$ cat src/rtl/lift_pkg.sv
// lift_pkg: state encoding, mode constants and rounding helper shared by the 5/3 lifting row
package lift_pkg;
    localparam logic [2:0] S_IDLE  = 3'd0;
    localparam logic [2:0] S_LOAD  = 3'd1;
    localparam logic [2:0] S_PASS1 = 3'd2;
    localparam logic [2:0] S_PASS2 = 3'd3;
    localparam logic [2:0] S_OUT   = 3'd4;
    localparam logic MODE_FWD = 1'b1;
    localparam logic MODE_INV = 1'b0;
    function automatic logic [1:0] lift_round(input logic odd);
        return odd ? 2'd0 : 2'd2;
    endfunction
endpackage

$ cat src/rtl/lift_step.sv
// lift_step: one 5/3 lifting step for a single element (predict on odd, update on even)
module lift_step
    import lift_pkg::*;
#(
    parameter int WIDTH = 16
) (
    input  logic signed [WIDTH-1:0] l,
    input  logic signed [WIDTH-1:0] r,
    input  logic signed [WIDTH-1:0] s,
    input  logic                    odd,
    input  logic                    fwd,
    output logic signed [WIDTH-1:0] res
);
    logic signed [WIDTH+1:0] sum;
    logic signed [WIDTH+1:0] d;
    always_comb begin
        sum = (WIDTH+2)'(l) + (WIDTH+2)'(r) + (WIDTH+2)'($signed({1'b0, lift_round(odd)}));
        d   = odd ? sum >>> 1 : sum >>> 2;
        // forward predict subtracts, forward update adds; inverse swaps both
        res = WIDTH'((odd ^ fwd) ? (WIDTH+2)'(s) + d : (WIDTH+2)'(s) - d);
    end
endmodule

$ cat src/rtl/lift_row_53.sv
// lift_row_53: buffers one row, runs in-place 5/3 lifting in two passes, then streams it out
module lift_row_53
    import lift_pkg::*;
#(
    parameter int WIDTH = 16,
    parameter int LEN   = 64
) (
    input  logic                    clk,
    input  logic                    rst_n,
    input  logic                    mode_i,
    input  logic                    in_valid,
    output logic                    in_ready,
    input  logic signed [WIDTH-1:0] in_data,
    output logic                    out_valid,
    input  logic                    out_ready,
    output logic signed [WIDTH-1:0] out_data,
    output logic                    out_last,
    output logic                    busy
);
    localparam int AW = $clog2(LEN);
    logic [2:0] state;
    logic [AW-1:0] cnt;
    logic mode;
    logic signed [WIDTH-1:0] mem [LEN];
    logic pass, par, last_half, last_all;
    logic [AW-1:0] idx;
    logic signed [WIDTH-1:0] lft, rgt, res;
    assign in_ready  = state == S_IDLE || state == S_LOAD;
    assign pass      = state == S_PASS1 || state == S_PASS2;
    assign par       = state == S_PASS1 ? mode : ~mode;
    assign idx       = {cnt[AW-2:0], par};
    assign last_half = cnt == AW'(LEN/2 - 1);
    assign last_all  = cnt == AW'(LEN - 1);
    // symmetric extension: x[-1] mirrors x[1], x[LEN] mirrors x[LEN-2]
    assign lft       = idx == '0 ? mem[AW'(1)] : mem[idx - AW'(1)];
    assign rgt       = idx == AW'(LEN - 1) ? mem[AW'(LEN - 2)] : mem[idx + AW'(1)];
    assign out_valid = state == S_OUT;
    assign out_last  = out_valid && last_all;
    assign out_data  = out_valid ? mem[cnt] : '0;
    assign busy      = state != S_IDLE;
    lift_step #(.WIDTH(WIDTH)) u_step (
        .l  (lft),
        .r  (rgt),
        .s  (mem[idx]),
        .odd(idx[0]),
        .fwd(mode == MODE_FWD),
        .res(res)
    );
    always_ff @(posedge clk) begin
        if (in_ready && in_valid) mem[cnt] <= in_data;
        else if (pass) mem[idx] <= res;
    end
    always_ff @(posedge clk) begin
        if (!rst_n) begin
            state <= S_IDLE;
            cnt   <= '0;
            mode  <= MODE_FWD;
        end else begin
            if ((in_ready && in_valid) || pass || (out_valid && out_ready))
                cnt <= (pass && last_half) ? '0 : cnt + AW'(1);
            case (state)
                S_IDLE:  if (in_valid) begin
                    state <= S_LOAD;
                    mode  <= mode_i;
                end
                S_LOAD:  if (in_valid && last_all) state <= S_PASS1;
                S_PASS1: if (last_half) state <= S_PASS2;
                S_PASS2: if (last_half) state <= S_OUT;
                S_OUT:   if (out_ready && last_all) state <= S_IDLE;
                default: state <= S_IDLE;
            endcase
        end
    end
endmodule

$ cat config.mk
export PLATFORM = sky130hd
export DESIGN_NAME = lift_row_53
export DESIGN_NICKNAME = d
export VERILOG_FILES = /design/src/rtl/lift_pkg.sv /design/src/rtl/lift_step.sv /design/src/rtl/lift_row_53.sv
export SDC_FILE = /design/constraint.sdc
export NUM_CORES = 2
export LEC_CHECK = 0
export CORE_ASPECT_RATIO = 0.9
export CORE_MARGIN = 2
export CORE_UTILIZATION = 45
export CTS_BUF_LIST = sky130_fd_sc_hd__clkbuf_8
export DETAILED_ROUTE_END_ITERATION = 10
export DONT_BUFFER_PORTS = 1
export SYNTH_ARGS = -nofsm -noshare
export SYNTH_HDL_FRONTEND = slang
export SYNTH_SLANG_ARGS = --single-unit
$ cat constraint.sdc
create_clock -name clk -period 29.6 [get_ports clk]
set_input_delay 2.96 -clock clk [delete_from_list [all_inputs] [get_ports clk]]
set_output_delay 2.96 -clock clk [all_outputs]
set_load 0.01 [all_outputs]
==> run metrics <==
pwr dens=approximately 55 mW/mm^2; grt ovf=0; post-place instance area=between 0.07 and 0.08 sq mm; WHS Path Cells=1; RD Place Congestion=0.988; Worst EP required=30.26 ns; DP HPWL=180 mm; Die X=just over 400 microns; synthesized cell area=0.0683 sq mm; Worst Slack Setup Final=16.43 ns; worst vdd ir=0.0000439 V; CP arrival=13.83 ns; Max Clk Rate=0.0759 GHz; share of cells above drive strength 1=between 20% and 30%; vias per cell=about 7.5; Finished Cell Area=0.0745 sq mm; Finished Layout Cells=7667; Hold WS=0.665 ns; Post-Synthesis Cells=5693; top cell type's share of synthesized area=45.0%; predominant post-synthesis flop cell=edfxtp_1; Logic pwr share=roughly 27%; GRT Total Usage=a little under two fifths; Internal=approximately 2.7 mW; initial core utilization=45.4%; crit path max-delay cell type=a2111oi_0; asr flop ratio synth=0%; clock sink count=1040; hold buffer count at cts=0; Slew HR=between 10% and 20%; synth warn=0; Wirelength per Cell=38.9 microns; Slew @ Worst Pin=between 1 and 1.5 ns; Slew Limit Fails=0; DR pass1 iterations=7; sequential power share=between 40% and 50%; Net Sw Frac=33.6%; Clk pwr share=between 30 and 40%; Max-Cap Viols=0; Post-Place Worst Slack=17.06 ns; IO Count=41; EDFF count, synth=~1000; setup TNS=0 ns; worst min path class=flip-flop to flip-flop; global-route wire length before repair=414 mm; Net Switching=1.37 mW; Detail Route Antenna Nets=0; Synth area leaders=edfxtp_1, mux4_2, nand2_1, mux2i_1, a21oi_1; P_leak=23.6 nW; Num CTS Buffers=171; antenna violations before repair=23; P&R area growth vs syn=8.97%; setup slack, reg-to-reg=16.43 ns; sequential area share after synthesis=45.5%; H-tree levels=4; Yosys cell types=72; Seq cells post-synth=~1000; Worst R2R End=mem[34][15]$_DFFE_PP_; Tcrit/Tclk final=around 45%; root buf cell=clkbuf_8; Post-Route WL=299 mm; Fin Clk Skew=between 0.07 and 0.08 ns; placed cell count=7339; Die H=374 microns; Hold EP=state[0]$_SDFFE_PN0P_; HP Start=state[2]$_SDFFE_PN0P_; Max FO, Critical Path=79; Final Hold Fails=0; DRC=0; Setup Viol. Count Final=0; clock latency on the worst-skew pair=0.99 ns; post-synth net total=5766; largest net degree at the start of global routing=between 100 and 150; Worst path max stage delay=0.92 ns; clk slew on worst S/H paths=0.06 ns; Critical Path Sink Type=flip-flop; critical path class=flip-flop to flip-flop; CTS tree=done; postcts setup bufs=0; Syn Area/Cell=12.0 sq um; CP Launch Type=flip-flop; Gates resized, CTS repair=0; Tot Pwr=4.07 mW; Core ar.=0.151 sq mm; most frequent cell on the critical path=buf_4; vias in the first global route=53500; vias=between 50000 and 60000; Nets=5599; Reg-to-Reg Start=state[0]$_SDFFE_PN0P_; unrepaired setup endpoints after global routing=no; R2R depth=38; Max clock buf depth=3; area leader, netlist=edfxtp_1; fin util=roughly half; crit path time final=13.17 ns; status=complete, no violations; die area=between 0.15 and 0.2 sq mm; starting DRC count in detailed routing=approximately 11000; row cnt=between 100 and 150; port bufs=0
cells in the mapped netlist (all sizes together), types with 31 or more instances:
master,number
nor2,125
clkbuf,343
mux4,676
ha,49
edfxtp,1024
a32oi,95
nand2,1324
o22ai,110
nand3,265
buf,177
o21ai,100
a21oi,301
xnor2,31
mux2i,390
nand4,78
nor3,46
a32o,35
nor4,125
routing by layer:
metal | share of wire [%] | track usage [%] | vias up
met5 | 0.083 | 0.586 | -
met4 | 7.8 | 25.7 | 18
met3 | 18 | 18.7 | 1212
met2 | 39 | 48.9 | 5698
met1 | 35 | 49.0 | 28500
li1 | - | - | 22300
layout by cell type, fill, tap and decap left out, drive strengths merged, types with 19 or more instances in the layout:
cell type and count:
nand2 1324, edfxtp 1024, mux4 676, mux2i 390
a21oi 301, nand3 265, buf 180, clkbuf 172
nor4 125, nor2 125, o22ai 110, o21ai 100
a32oi 95, nand4 78, clkinv 74, inv 71
ha 49, nor3 46, a32o 35, xnor2 31
a311oi 30, a211o 29, and2 23, o211ai 21
o31ai 19
how the worst max path moves through the flow:
stage | from | endpoint | cells after the start
floorplan | state[0]$_SDFFE_PN0P_ | mem[0][15]$_DFFE_PP_ | 44
global placement | state[0]$_SDFFE_PN0P_ | mem[36][15]$_DFFE_PP_ | 38
detailed placement | state[1]$_SDFFE_PN0P_ | mem[34][15]$_DFFE_PP_ | 38
CTS | state[1]$_SDFFE_PN0P_ | mem[34][15]$_DFFE_PP_ | 38
global route | state[1]$_SDFFE_PN0P_ | mem[40][15]$_DFFE_PP_ | 38
finish | state[0]$_SDFFE_PN0P_ | mem[34][15]$_DFFE_PP_ | 38
area by class of cell:
class / count / area, sq um
flip-flops and latches: 1040 / 31100
multi-input cells: 4106 / 35900
fillers: 13100 / 76200
well taps: 1986 / 2480
diodes: 18 / 45.0
repair buffers: 180 / 1460
inverters: 27 / 114
clock inverters: 138 / 1030
clock buffers: 172 / 2370
flip-flops by register name (all words and copies together), names as in the netlist, named ones only:
name,flops
mem,1024
state,3
cnt,6
mode,1
critical path: cells and delay by family (launching register included):
kind,cells,cell delay [ns]
XOR/XNOR,4,1.18
AND/OR/NAND/NOR,10,3.11
adder cells (fa/ha/maj),5,1.65
flip-flops,1,0.49
buffers and inverters,7,2.94
AO/OA/AOI/OAI,12,3.24
power groups by stage:
stage	sequential [mW]	combinational, mW	clock [mW]
final	1.63	1.10	1.33
after global routing	1.63	1.17	1.39
after CTS	1.63	1.06	1.33
after detailed placement	1.66	1.06	0
after global placement	1.66	1.05	0
after floorplan	1.66	0.741	0
logic make-up (layout without fill, tap and decap cells):
family                   Yosys count  in the layout  synth area share (%)
other                              0             18                     0
flip-flops                      1040           1040                  45.5
adder cells (fa/ha/maj)           52             52                 0.985
XOR/XNOR                          45             45                 0.624
AND/OR/NAND/NOR                 2073           2073                  13.2
multiplexers                    1074           1074                  28.1
AO/OA/AOI/OAI                    862            862                  8.35
buffers and inverters            547            517                  3.21
Note: power is estimated with default switching activity, not from simulation.
